[src/rtl/id_ex_stage_if.sv]
// ----------------------------------------------------------------------------
// id_ex_stage_if
// Bundle between decode, the register file, writeback, execute and the ID/EX
// pipeline register.
//
// Signals
//   decode side : in_valid, in_ready, in_rs, in_rt, in_rd, in_imm, in_alu_op,
//                 in_reg_we, in_mem_re, in_mem_we
//   reg file    : rd1, rd2 (read data for in_rs / in_rt)
//   writeback   : wb_we, wb_addr, wb_data (same-cycle register-file write)
//   control     : stall (downstream hold), flush (taken branch)
//   execute side: ex_valid, ex_op_a, ex_op_b, ex_imm, ex_rs, ex_rt, ex_rd,
//                 ex_alu_op, ex_reg_we, ex_mem_re, ex_mem_we
//   hazard      : load_use_hazard
//
// Modports
//   master : surrounding pipeline (drives decode/rf/wb/control inputs)
//   slave  : the ID/EX stage itself
// ----------------------------------------------------------------------------
interface id_ex_stage_if #(
   parameter int N = 5,
   parameter int M = 32
);
   logic         in_valid;
   logic         in_ready;
   logic [N-1:0] in_rs;
   logic [N-1:0] in_rt;
   logic [N-1:0] in_rd;
   logic [M-1:0] rd1;
   logic [M-1:0] rd2;
   logic [M-1:0] in_imm;
   logic [3:0]   in_alu_op;
   logic         in_reg_we;
   logic         in_mem_re;
   logic         in_mem_we;
   logic         wb_we;
   logic [N-1:0] wb_addr;
   logic [M-1:0] wb_data;
   logic         stall;
   logic         flush;
   logic         ex_valid;
   logic [M-1:0] ex_op_a;
   logic [M-1:0] ex_op_b;
   logic [M-1:0] ex_imm;
   logic [N-1:0] ex_rs;
   logic [N-1:0] ex_rt;
   logic [N-1:0] ex_rd;
   logic [3:0]   ex_alu_op;
   logic         ex_reg_we;
   logic         ex_mem_re;
   logic         ex_mem_we;
   logic         load_use_hazard;

   modport master (
      output in_valid, in_rs, in_rt, in_rd, rd1, rd2, in_imm, in_alu_op,
             in_reg_we, in_mem_re, in_mem_we, wb_we, wb_addr, wb_data,
             stall, flush,
      input  in_ready, ex_valid, ex_op_a, ex_op_b, ex_imm, ex_rs, ex_rt,
             ex_rd, ex_alu_op, ex_reg_we, ex_mem_re, ex_mem_we,
             load_use_hazard
   );

   modport slave (
      input  in_valid, in_rs, in_rt, in_rd, rd1, rd2, in_imm, in_alu_op,
             in_reg_we, in_mem_re, in_mem_we, wb_we, wb_addr, wb_data,
             stall, flush,
      output in_ready, ex_valid, ex_op_a, ex_op_b, ex_imm, ex_rs, ex_rt,
             ex_rd, ex_alu_op, ex_reg_we, ex_mem_re, ex_mem_we,
             load_use_hazard
   );
endinterface

[src/rtl/id_ex_stage.sv]
// ----------------------------------------------------------------------------
// id_ex_stage
// Pipeline register between decode and execute. Captures both operands, the
// immediate, register numbers and decoded control once per cycle. A writeback
// landing in the same cycle is bypassed into the captured operands because the
// register file only commits on the clock edge. A load followed by a dependent
// instruction produces one bubble; stall holds the stage, flush empties it.
//
// Ports
//   clk   : system clock, all state on posedge
//   rst_n : asynchronous active-low reset, clears every ex_* output
//   bus   : id_ex_stage_if.slave (decode, reg file, writeback, control,
//           execute-side outputs, load_use_hazard, in_ready)
// ----------------------------------------------------------------------------
module id_ex_stage #(
   parameter int N = 5,
   parameter int M = 32
) (
   input logic          clk,
   input logic          rst_n,
   id_ex_stage_if.slave bus
);

   // Register 0 reads as zero; a matching writeback beats the stale read data.
   // wb_addr==0 can never bypass since src==0 is resolved first.
   function automatic logic [M-1:0] sel_operand(
      input logic [N-1:0] src,
      input logic [M-1:0] rf_data,
      input logic         wb_we,
      input logic [N-1:0] wb_addr,
      input logic [M-1:0] wb_data
   );
      if (src == '0)
         return '0;
      else if (wb_we && (wb_addr == src))
         return wb_data;
      else
         return rf_data;
   endfunction

   // ---- p0: operand select / hazard detect (combinational) ----
   logic [M-1:0] op_a_p0;
   logic [M-1:0] op_b_p0;
   logic         hazard_p0;
   logic         clear_p0;
   logic         load_p0;

   // ---- p1: captured ID/EX state ----
   logic         vld_p1;
   logic [M-1:0] op_a_p1;
   logic [M-1:0] op_b_p1;
   logic [M-1:0] imm_p1;
   logic [N-1:0] rs_p1;
   logic [N-1:0] rt_p1;
   logic [N-1:0] rd_p1;
   logic [3:0]   alu_op_p1;
   logic         reg_we_p1;
   logic         mem_re_p1;
   logic         mem_we_p1;

   always_comb begin
      op_a_p0 = sel_operand(bus.in_rs, bus.rd1, bus.wb_we, bus.wb_addr, bus.wb_data);
      op_b_p0 = sel_operand(bus.in_rt, bus.rd2, bus.wb_we, bus.wb_addr, bus.wb_data);

      hazard_p0 = vld_p1 & mem_re_p1 & (rd_p1 != '0) & bus.in_valid &
                  ((rd_p1 == bus.in_rs) | (rd_p1 == bus.in_rt));

      // flush wins over stall; a bubble is only inserted when not stalled.
      clear_p0 = bus.flush | (~bus.stall & hazard_p0);
      load_p0  = ~bus.flush & ~bus.stall & ~hazard_p0;
   end

   assign bus.load_use_hazard = hazard_p0;
   assign bus.in_ready        = ~bus.stall & ~hazard_p0;

   // ---- p0 -> p1 boundary ----
   always_ff @(posedge clk or negedge rst_n) begin
      if (!rst_n) begin
         vld_p1    <= 1'b0;
         op_a_p1   <= '0;
         op_b_p1   <= '0;
         imm_p1    <= '0;
         rs_p1     <= '0;
         rt_p1     <= '0;
         rd_p1     <= '0;
         alu_op_p1 <= '0;
         reg_we_p1 <= 1'b0;
         mem_re_p1 <= 1'b0;
         mem_we_p1 <= 1'b0;
      end else if (clear_p0) begin
         vld_p1    <= 1'b0;
         op_a_p1   <= '0;
         op_b_p1   <= '0;
         imm_p1    <= '0;
         rs_p1     <= '0;
         rt_p1     <= '0;
         rd_p1     <= '0;
         alu_op_p1 <= '0;
         reg_we_p1 <= 1'b0;
         mem_re_p1 <= 1'b0;
         mem_we_p1 <= 1'b0;
      end else if (load_p0) begin
         vld_p1    <= bus.in_valid;
         op_a_p1   <= op_a_p0;
         op_b_p1   <= op_b_p0;
         imm_p1    <= bus.in_imm;
         rs_p1     <= bus.in_rs;
         rt_p1     <= bus.in_rt;
         rd_p1     <= bus.in_rd;
         alu_op_p1 <= bus.in_alu_op;
         // An invalid slot must never carry live side-effect controls.
         reg_we_p1 <= bus.in_valid & bus.in_reg_we;
         mem_re_p1 <= bus.in_valid & bus.in_mem_re;
         mem_we_p1 <= bus.in_valid & bus.in_mem_we;
      end
   end

   assign bus.ex_valid  = vld_p1;
   assign bus.ex_op_a   = op_a_p1;
   assign bus.ex_op_b   = op_b_p1;
   assign bus.ex_imm    = imm_p1;
   assign bus.ex_rs     = rs_p1;
   assign bus.ex_rt     = rt_p1;
   assign bus.ex_rd     = rd_p1;
   assign bus.ex_alu_op = alu_op_p1;
   assign bus.ex_reg_we = reg_we_p1;
   assign bus.ex_mem_re = mem_re_p1;
   assign bus.ex_mem_we = mem_we_p1;

endmodule

[src/flat_wrapper.sv]
// flat-port wrapper written by rule: the top's interface ports become plain ports
module id_ex_stage_flat 
#(
   parameter int N = 5,
   parameter int M = 32
)
  (clk, rst_n, bus_in_valid, bus_in_rs, bus_in_rt, bus_in_rd, bus_rd1, bus_rd2, bus_in_imm, bus_in_alu_op, bus_in_reg_we, bus_in_mem_re, bus_in_mem_we, bus_wb_we, bus_wb_addr, bus_wb_data, bus_stall, bus_flush, bus_in_ready, bus_ex_valid, bus_ex_op_a, bus_ex_op_b, bus_ex_imm, bus_ex_rs, bus_ex_rt, bus_ex_rd, bus_ex_alu_op, bus_ex_reg_we, bus_ex_mem_re, bus_ex_mem_we, bus_load_use_hazard);
  id_ex_stage_if #(.N(N), .M(M)) bus_i ();
  input logic clk;
  input logic rst_n;
  input wire logic [$bits(bus_i.in_valid)-1:0] bus_in_valid;
  input wire logic [$bits(bus_i.in_rs)-1:0] bus_in_rs;
  input wire logic [$bits(bus_i.in_rt)-1:0] bus_in_rt;
  input wire logic [$bits(bus_i.in_rd)-1:0] bus_in_rd;
  input wire logic [$bits(bus_i.rd1)-1:0] bus_rd1;
  input wire logic [$bits(bus_i.rd2)-1:0] bus_rd2;
  input wire logic [$bits(bus_i.in_imm)-1:0] bus_in_imm;
  input wire logic [$bits(bus_i.in_alu_op)-1:0] bus_in_alu_op;
  input wire logic [$bits(bus_i.in_reg_we)-1:0] bus_in_reg_we;
  input wire logic [$bits(bus_i.in_mem_re)-1:0] bus_in_mem_re;
  input wire logic [$bits(bus_i.in_mem_we)-1:0] bus_in_mem_we;
  input wire logic [$bits(bus_i.wb_we)-1:0] bus_wb_we;
  input wire logic [$bits(bus_i.wb_addr)-1:0] bus_wb_addr;
  input wire logic [$bits(bus_i.wb_data)-1:0] bus_wb_data;
  input wire logic [$bits(bus_i.stall)-1:0] bus_stall;
  input wire logic [$bits(bus_i.flush)-1:0] bus_flush;
  output wire logic [$bits(bus_i.in_ready)-1:0] bus_in_ready;
  output wire logic [$bits(bus_i.ex_valid)-1:0] bus_ex_valid;
  output wire logic [$bits(bus_i.ex_op_a)-1:0] bus_ex_op_a;
  output wire logic [$bits(bus_i.ex_op_b)-1:0] bus_ex_op_b;
  output wire logic [$bits(bus_i.ex_imm)-1:0] bus_ex_imm;
  output wire logic [$bits(bus_i.ex_rs)-1:0] bus_ex_rs;
  output wire logic [$bits(bus_i.ex_rt)-1:0] bus_ex_rt;
  output wire logic [$bits(bus_i.ex_rd)-1:0] bus_ex_rd;
  output wire logic [$bits(bus_i.ex_alu_op)-1:0] bus_ex_alu_op;
  output wire logic [$bits(bus_i.ex_reg_we)-1:0] bus_ex_reg_we;
  output wire logic [$bits(bus_i.ex_mem_re)-1:0] bus_ex_mem_re;
  output wire logic [$bits(bus_i.ex_mem_we)-1:0] bus_ex_mem_we;
  output wire logic [$bits(bus_i.load_use_hazard)-1:0] bus_load_use_hazard;
  assign bus_i.in_valid = bus_in_valid;
  assign bus_i.in_rs = bus_in_rs;
  assign bus_i.in_rt = bus_in_rt;
  assign bus_i.in_rd = bus_in_rd;
  assign bus_i.rd1 = bus_rd1;
  assign bus_i.rd2 = bus_rd2;
  assign bus_i.in_imm = bus_in_imm;
  assign bus_i.in_alu_op = bus_in_alu_op;
  assign bus_i.in_reg_we = bus_in_reg_we;
  assign bus_i.in_mem_re = bus_in_mem_re;
  assign bus_i.in_mem_we = bus_in_mem_we;
  assign bus_i.wb_we = bus_wb_we;
  assign bus_i.wb_addr = bus_wb_addr;
  assign bus_i.wb_data = bus_wb_data;
  assign bus_i.stall = bus_stall;
  assign bus_i.flush = bus_flush;
  assign bus_in_ready = bus_i.in_ready;
  assign bus_ex_valid = bus_i.ex_valid;
  assign bus_ex_op_a = bus_i.ex_op_a;
  assign bus_ex_op_b = bus_i.ex_op_b;
  assign bus_ex_imm = bus_i.ex_imm;
  assign bus_ex_rs = bus_i.ex_rs;
  assign bus_ex_rt = bus_i.ex_rt;
  assign bus_ex_rd = bus_i.ex_rd;
  assign bus_ex_alu_op = bus_i.ex_alu_op;
  assign bus_ex_reg_we = bus_i.ex_reg_we;
  assign bus_ex_mem_re = bus_i.ex_mem_re;
  assign bus_ex_mem_we = bus_i.ex_mem_we;
  assign bus_load_use_hazard = bus_i.load_use_hazard;
  id_ex_stage #(.N(N), .M(M)) u_core (.clk(clk), .rst_n(rst_n), .bus(bus_i));
endmodule
[config.mk]
export PLATFORM = sky130hd
export DESIGN_NAME = id_ex_stage_flat
export DESIGN_NICKNAME = d
export VERILOG_FILES = /design/src/rtl/id_ex_stage_if.sv /design/src/rtl/id_ex_stage.sv /design/src/flat_wrapper.sv
export SDC_FILE = /design/constraint.sdc
export NUM_CORES = 1
export LEC_CHECK = 0
export BUFFER_PORTS_ARGS = -buffer_cell sky130_fd_sc_hd__buf_2
export CORE_ASPECT_RATIO = 0.75
export CORE_MARGIN = 5
export CORE_UTILIZATION = 51
export DETAILED_ROUTE_END_ITERATION = 8
export HOLD_SLACK_MARGIN = 0.12
export PLACE_DENSITY_LB_ADDON = 0.1
export SKIP_LAST_GASP = 1
export SLEW_MARGIN = 20
export SYNTH_ARGS = -nofsm -noshare
export SYNTH_HDL_FRONTEND = slang
export SYNTH_SLANG_ARGS = --single-unit
[constraint.sdc]
create_clock -name clk -period 4 [get_ports clk]
set_input_delay 0.2 -clock clk [delete_from_list [all_inputs] [get_ports clk]]
set_output_delay 0.2 -clock clk [all_outputs]
set_load 0.1 [all_outputs]
# Word-level counts from Yosys, hierarchy flattened

Index checks and enable logic that the tools add are counted.

Flip-flop bits (word level): 119
Input bits: 161
Output and inout bits: 121
Logic and storage cells: 63

Equality and inequality tests: 4
Multiplexer cells: 26
Bitwise logic cells: 16
Reduce and logical (&&, ||, !) cells: 6

Operator list:

| cell                | number |
|---|---|
| $mux W32            | 10 |
| $mux W5             | 6 |
| $eq A5 B5 Y1        | 4 |
| $and A1 B1 Y1       | 11 |
| $logic_not A5 Y1    | 2 |
| $mux W1             | 8 |
| $mux W4             | 2 |
| $reduce_bool A5 Y1  | 1 |
| $not A1 Y1          | 3 |
| $logic_and A1 B1 Y1 | 2 |
| $or A1 B1 Y1        | 2 |
| $reduce_bool A2 Y1  | 1 |

# Logic depth before layout (Yosys ltp)

Word-level depth: 8
Mapped depth: 7
Gate-level depth less buffers: 5

# Worst setup path after synthesis

No wires, ideal clock.

Kind: register -> output
Start point: register u_core.rd_p1[1] (netlist: u_core.bus.ex_rd[1])
End point: output port bus_in_ready
Arrival time: 4.068 ns
Required time: 3.800 ns
Slack: -0.268 ns
Stages on the path, launching flop included: 8
Path buffers: 2
Path through: dfrtp_1 xor2_1 nor3_1 a22oi_2 buf_6 clkbuf_1 nor2_1 nor2_1

Word-level cells in the longest chain between the ends: 6
Elaborated cells between the ends (all ways): 9
Those cells by class: eq/ne: 2; bitwise: 6; reduce/logical: 1

RTL lines:

| element                       | line               | text |
|---|---|---|
| start: declaration            | id_ex_stage.sv:55  | `logic [N-1:0] rd_p1;` |
| start signal: assignment      | id_ex_stage.sv:109 | `rd_p1 <= bus.in_rd;` |
| $reduce_bool A5 Y1            | id_ex_stage.sv:65  | `hazard_p0 = vld_p1 & mem_re_p1 & (rd_p1 != '0) & bus.in_valid &` |
| $and A1 B1 Y1 (2 in series)   | id_ex_stage.sv:65  |  |
| $and A1 B1 Y1 (*)             | id_ex_stage.sv:65  |  |
| named net bus_load_use_hazard | flat_wrapper.sv:39 | `output wire logic [$bits(bus_i.load_use_hazard)-1:0] bus_load_use_hazard;` |
| $not A1 Y1 (*)                | id_ex_stage.sv:74  | `assign bus.in_ready = ~bus.stall & ~hazard_p0;` |
| $and A1 B1 Y1 (*)             | id_ex_stage.sv:74  |  |
| end: declaration              | flat_wrapper.sv:27 | `output wire logic [$bits(bus_i.in_ready)-1:0] bus_in_ready;` |

Mark *: on every way through the listed nets, which the timed path passes. The rest lies on a longest branch.

# Final worst setup path

Start point: register u_core.rd_p1[3] (netlist: u_core.bus.ex_rd[3])
End point: output port bus_in_ready

Word-level cells in the longest chain between the ends: 6
Elaborated cells between the ends (all ways): 9
Those cells by class: eq/ne: 2; bitwise: 6; reduce/logical: 1

RTL lines:

| element                     | line |
|---|---|
| $reduce_bool A5 Y1          | id_ex_stage.sv:65 |
| $and A1 B1 Y1 (2 in series) | id_ex_stage.sv:65 |
| $and A1 B1 Y1 (*)           | id_ex_stage.sv:65 |
| $not A1 Y1 (*)              | id_ex_stage.sv:74 |
| $and A1 B1 Y1 (*)           | id_ex_stage.sv:74 |

Mark *: on every way between the ends. The rest lies on a longest branch, timed or not.

==> run summary <==
The net count of the finished layout is 1043. Setup repair after global routing left no endpoint under its margin. In this run the worst path has a maximum fanout of 18.

The clock period could shrink to 2.73 ns. The static power due to leakage is 3.89 nW. The core footprint is 11700 sq um. The highest attainable clock frequency is 367 MHz. Yosys attributes the largest share of cell area to sky130_fd_sc_hd__dfrtp_1, sky130_fd_sc_hd__mux2i_1, sky130_fd_sc_hd__nand2_1.

The most frequently used flop master after synthesis is sky130_fd_sc_hd__dfrtp_1. The number of max-slew violations in the final report is 0. The actual slew at the worst max-slew pin is 1.06 ns. The max-capacitance violation count is 0.

Input and output buffers added on the ports amount to 281. Compared with the post-synthesis result, the final layout area differs by 32.4%. The initial antenna violation count is 0.

The synthesis warning total is 0. The number of different library cells in the post-synthesis netlist is 29. The initial core utilization came out at 52.5%.

Each instance of the synthesized netlist takes up on average 9.80 sq um. The number of design-rule violations left by the first detailed-router iteration came out at 355. Clock-pin slew was measured on the worst setup and hold paths at 0.06 ns. Summed over all nets, the half-perimeter wirelength after detailed placement is 13400 um. After filler insertion, the fill cell instance count of the layout stands at 963. The synthesized design contains 0 enable-type register cells. The clock tree from TritonCTS is built.

Power spread over the standard cell area amounts to 462 nW/um^2. The final count of hold timing violations is 0. The first global-routing pass estimated 29000 um of wire. The worst setup path is of the flip-flop to output port kind. STA classifies the critical path startpoint as a flip-flop. Synthesis produced a netlist with a net count of 788. The number of buffers on the longest clock path came out at 2. Counting the buffers created by CTS gives 17. The insertion delay of the later-clocked pin in the worst-skew pair came out at 0.41 ns. The run finished with clean final reports. The synthesized design devotes to its leading area cell type 48.4% of total area. The overall via count from detail_route is 5644. Counting every instance in the synthesized netlist gives 627. The global router's overall resource usage came out at 25.3%. Row generation in the floorplan step produced 34 rows.

The final setup violation count came out at 0. The post-synth design cell area came out at 6150 sq um. 0 antenna diodes ended up in the layout. The routability congestion estimate came out at 0.848.

The post-synthesis sequential area ratio came out at 48.4%. In this run the tightest slew margin relative to its limit is 29.1%. Of the available clock period, the critical path in the final layout requires 68.2%. The post-CTS setup buffer count came out at 0. The via density per instance came out at 5.34. The vertical extent of the die is 105 um. The layout cell share with drive strength beyond 1 came out at 38.0%.

The post-placement worst setup slack came out at 1.60 ns. The data required time at the worst endpoint came out at 3.80 ns. The worst vdd rail ir drop came out at 0.000372 V.

The die width came out at 137 um. The number of top-level pins came out at 282. The die footprint came out at 14400 sq um. After detailed routing, the total wire length is 18600 um. In this run the remaining antenna-violating nets after routing total 0. After routing, the total negative slack on setup checks comes to 0 ns. Entering global routing, the biggest net connects 88 pins.

The share of flip-flops with an asynchronous set or reset after synthesis is 100%. After global routing the overflow that remains totals 0. The final worst-path setup slack is 1.27 ns. Ranked by instance count, the synthesized netlist is headed by sky130_fd_sc_hd__dfrtp_1, sky130_fd_sc_hd__nand2_1, sky130_fd_sc_hd__mux2i_1. sky130_fd_sc_hd__dfrtp_1 takes more of the synthesized area than any other cell. The length of the first detailed-routing pass in iterations came out at 5.

The worst path arrival time is 2.53 ns. After detailed routing, the average wire length per cell comes to 17.6 um. After detailed routing, the number of remaining DRC violations is 0. The post-route clock skew came out at 0.00942 ns. The post-synthesis register bit count came out at 119.

The tree is rooted in a sky130_fd_sc_hd__clkbuf_16. The path class of the tightest hold or removal check is input pin to flip-flop. The number of levels the H-tree was split into is 4. The worst setup path is captured at an output port. The via count of the first global-routing pass was 5636.

The number of sinks driven by the clock tree is 119. Gates resized during post-CTS repair numbered 0.
[per-stage QoR]
step | hold WS (ns) | std cells | power [mW] | utilization [%] | instance area, sq um
2_1_floorplan | -0.0956 | 627 | 2.02 | - | 6150
5_1_grt | 0.126 | 1057 | 3.89 | 69.6 | 8140
4_1_cts | 0.121 | 1057 | 3.78 | 69.6 | 8140
6_report | 0.131 | 1057 | 3.76 | 69.6 | 8140
3_5_place_dp | 0.310 | 1020 | 2.26 | 64.1 | 7500
3_3_place_gp | 0.296 | 1020 | 2.25 | 64.1 | 7500
[final cells by class]
class	count	area, sq um	share of cell area (%)
clock buffers	18	429	5.27
clock inverters	14	159	1.95
multi-input cells	450	2850	35.0
flip-flops and latches	119	2980	36.6
well taps	162	203	2.49
repair buffers	294	1520	18.7
[final timing paths]
kind | cells past startpoint | endpoint | startpoint | slack, ns
hold / removal | 3 | u_core.bus.ex_op_b[7]$_DFFE_PN0P_ | bus_rd2[7] | 0.13
max in group asynchronous | 3 | u_core.bus.ex_imm[17]$_DFFE_PN0P_ | rst_n | 2.59
setup / recovery | 5 | bus_in_ready | u_core.bus.ex_rd[3]$_DFFE_PN0P_ | 1.27
min in group asynchronous | 2 | u_core.bus.ex_alu_op[1]$_DFFE_PN0P_ | rst_n | 0.39
setup reg to reg | 5 | u_core.bus.ex_op_a[25]$_DFFE_PN0P_ | u_core.bus.ex_rd[1]$_DFFE_PN0P_ | 1.54
hold reg to reg | 2 | u_core.bus.ex_op_a[1]$_DFFE_PN0P_ | u_core.bus.ex_op_a[1]$_DFFE_PN0P_ | 0.47
[critical path, cell delays in order, from the launching register on]
cell	delay, ns
sky130_fd_sc_hd__dfrtp_1	0.45
sky130_fd_sc_hd__or4_4	0.56
sky130_fd_sc_hd__o2111ai_4	0.51
sky130_fd_sc_hd__nor2_2	0.07
sky130_fd_sc_hd__nor2_1	0.11
sky130_fd_sc_hd__buf_2	0.43
[layout by cell type (no fill, tap or decap), drive strengths merged]
cell type,Yosys,final
clkinvlp,0,4
dfrtp,119,119
xnor2,2,2
o211ai,3,3
a22oi,1,1
nor3,3,3
nor4,2,2
or4,2,2
clkbuf,36,18
mux2i,64,64
xor2,18,18
clkinv,0,7
and3,2,2
nor2,5,5
o21ai,53,53
bufinv,0,3
buf,22,289
o31ai,64,64
or2,1,1
nand2,119,119
a21oi,56,56
dlygate4sd3,0,5
nor2b,53,53
o2111ai,1,1
o22ai,1,1
[state kept, by name, indices dropped and copies added (netlist names)]
| name | count |
|---|---|
| u_core.bus.ex_reg_we | 1 |
| u_core.bus.ex_op_b | 32 |
| u_core.bus.ex_alu_op | 4 |
| u_core.bus.ex_op_a | 32 |
| u_core.bus.ex_rt | 5 |
| u_core.bus.ex_mem_re | 1 |
| u_core.bus.ex_rs | 5 |
| u_core.bus.ex_mem_we | 1 |
| u_core.bus.ex_imm | 32 |
| u_core.bus.ex_rd | 5 |
| u_core.bus.ex_valid | 1 |
[where the power goes]
| part | internal, mW | switching [mW] | total, mW |
|---|---|---|---|
| Clock | 0.971 | 0.541 | 1.51 |
| Combinational | 0.193 | 0.739 | 0.932 |
| Sequential | 1.27 | 0.0423 | 1.31 |
| Total | 2.44 | 1.32 | 3.76 |
[timing repair]
action / in CTS / in global routing
endpoints found under the setup margin: 0 / 0
hold buffers: 5 / 0
hold endpoints to repair: 62 / 0
[layer usage]
layer / up-vias / wire length [um] / global-route usage [%]
met5: - / 0 / 0
met4: 0 / 205 / 6.48
met3: 17 / 1560 / 6.82
met2: 214 / 9120 / 42.1
met1: 2716 / 7700 / 32.9
li1: 2697 / - / -
[cell families (layout without fill, tap and decap cells)]
kind of cell              Yosys count  after routing  share of synthesized area (%)
muxes                              64             64                           10.4
buffers and inverters              58            326                           5.37
AOI/OAI and AO/OA                 179            179                           18.9
DFF                               119            119                           48.4
xor gates and xnor gates           20             20                           2.85
and+or+nand+nor                   187            187                           14.0
Note: power is estimated with default switching activity, not from simulation.
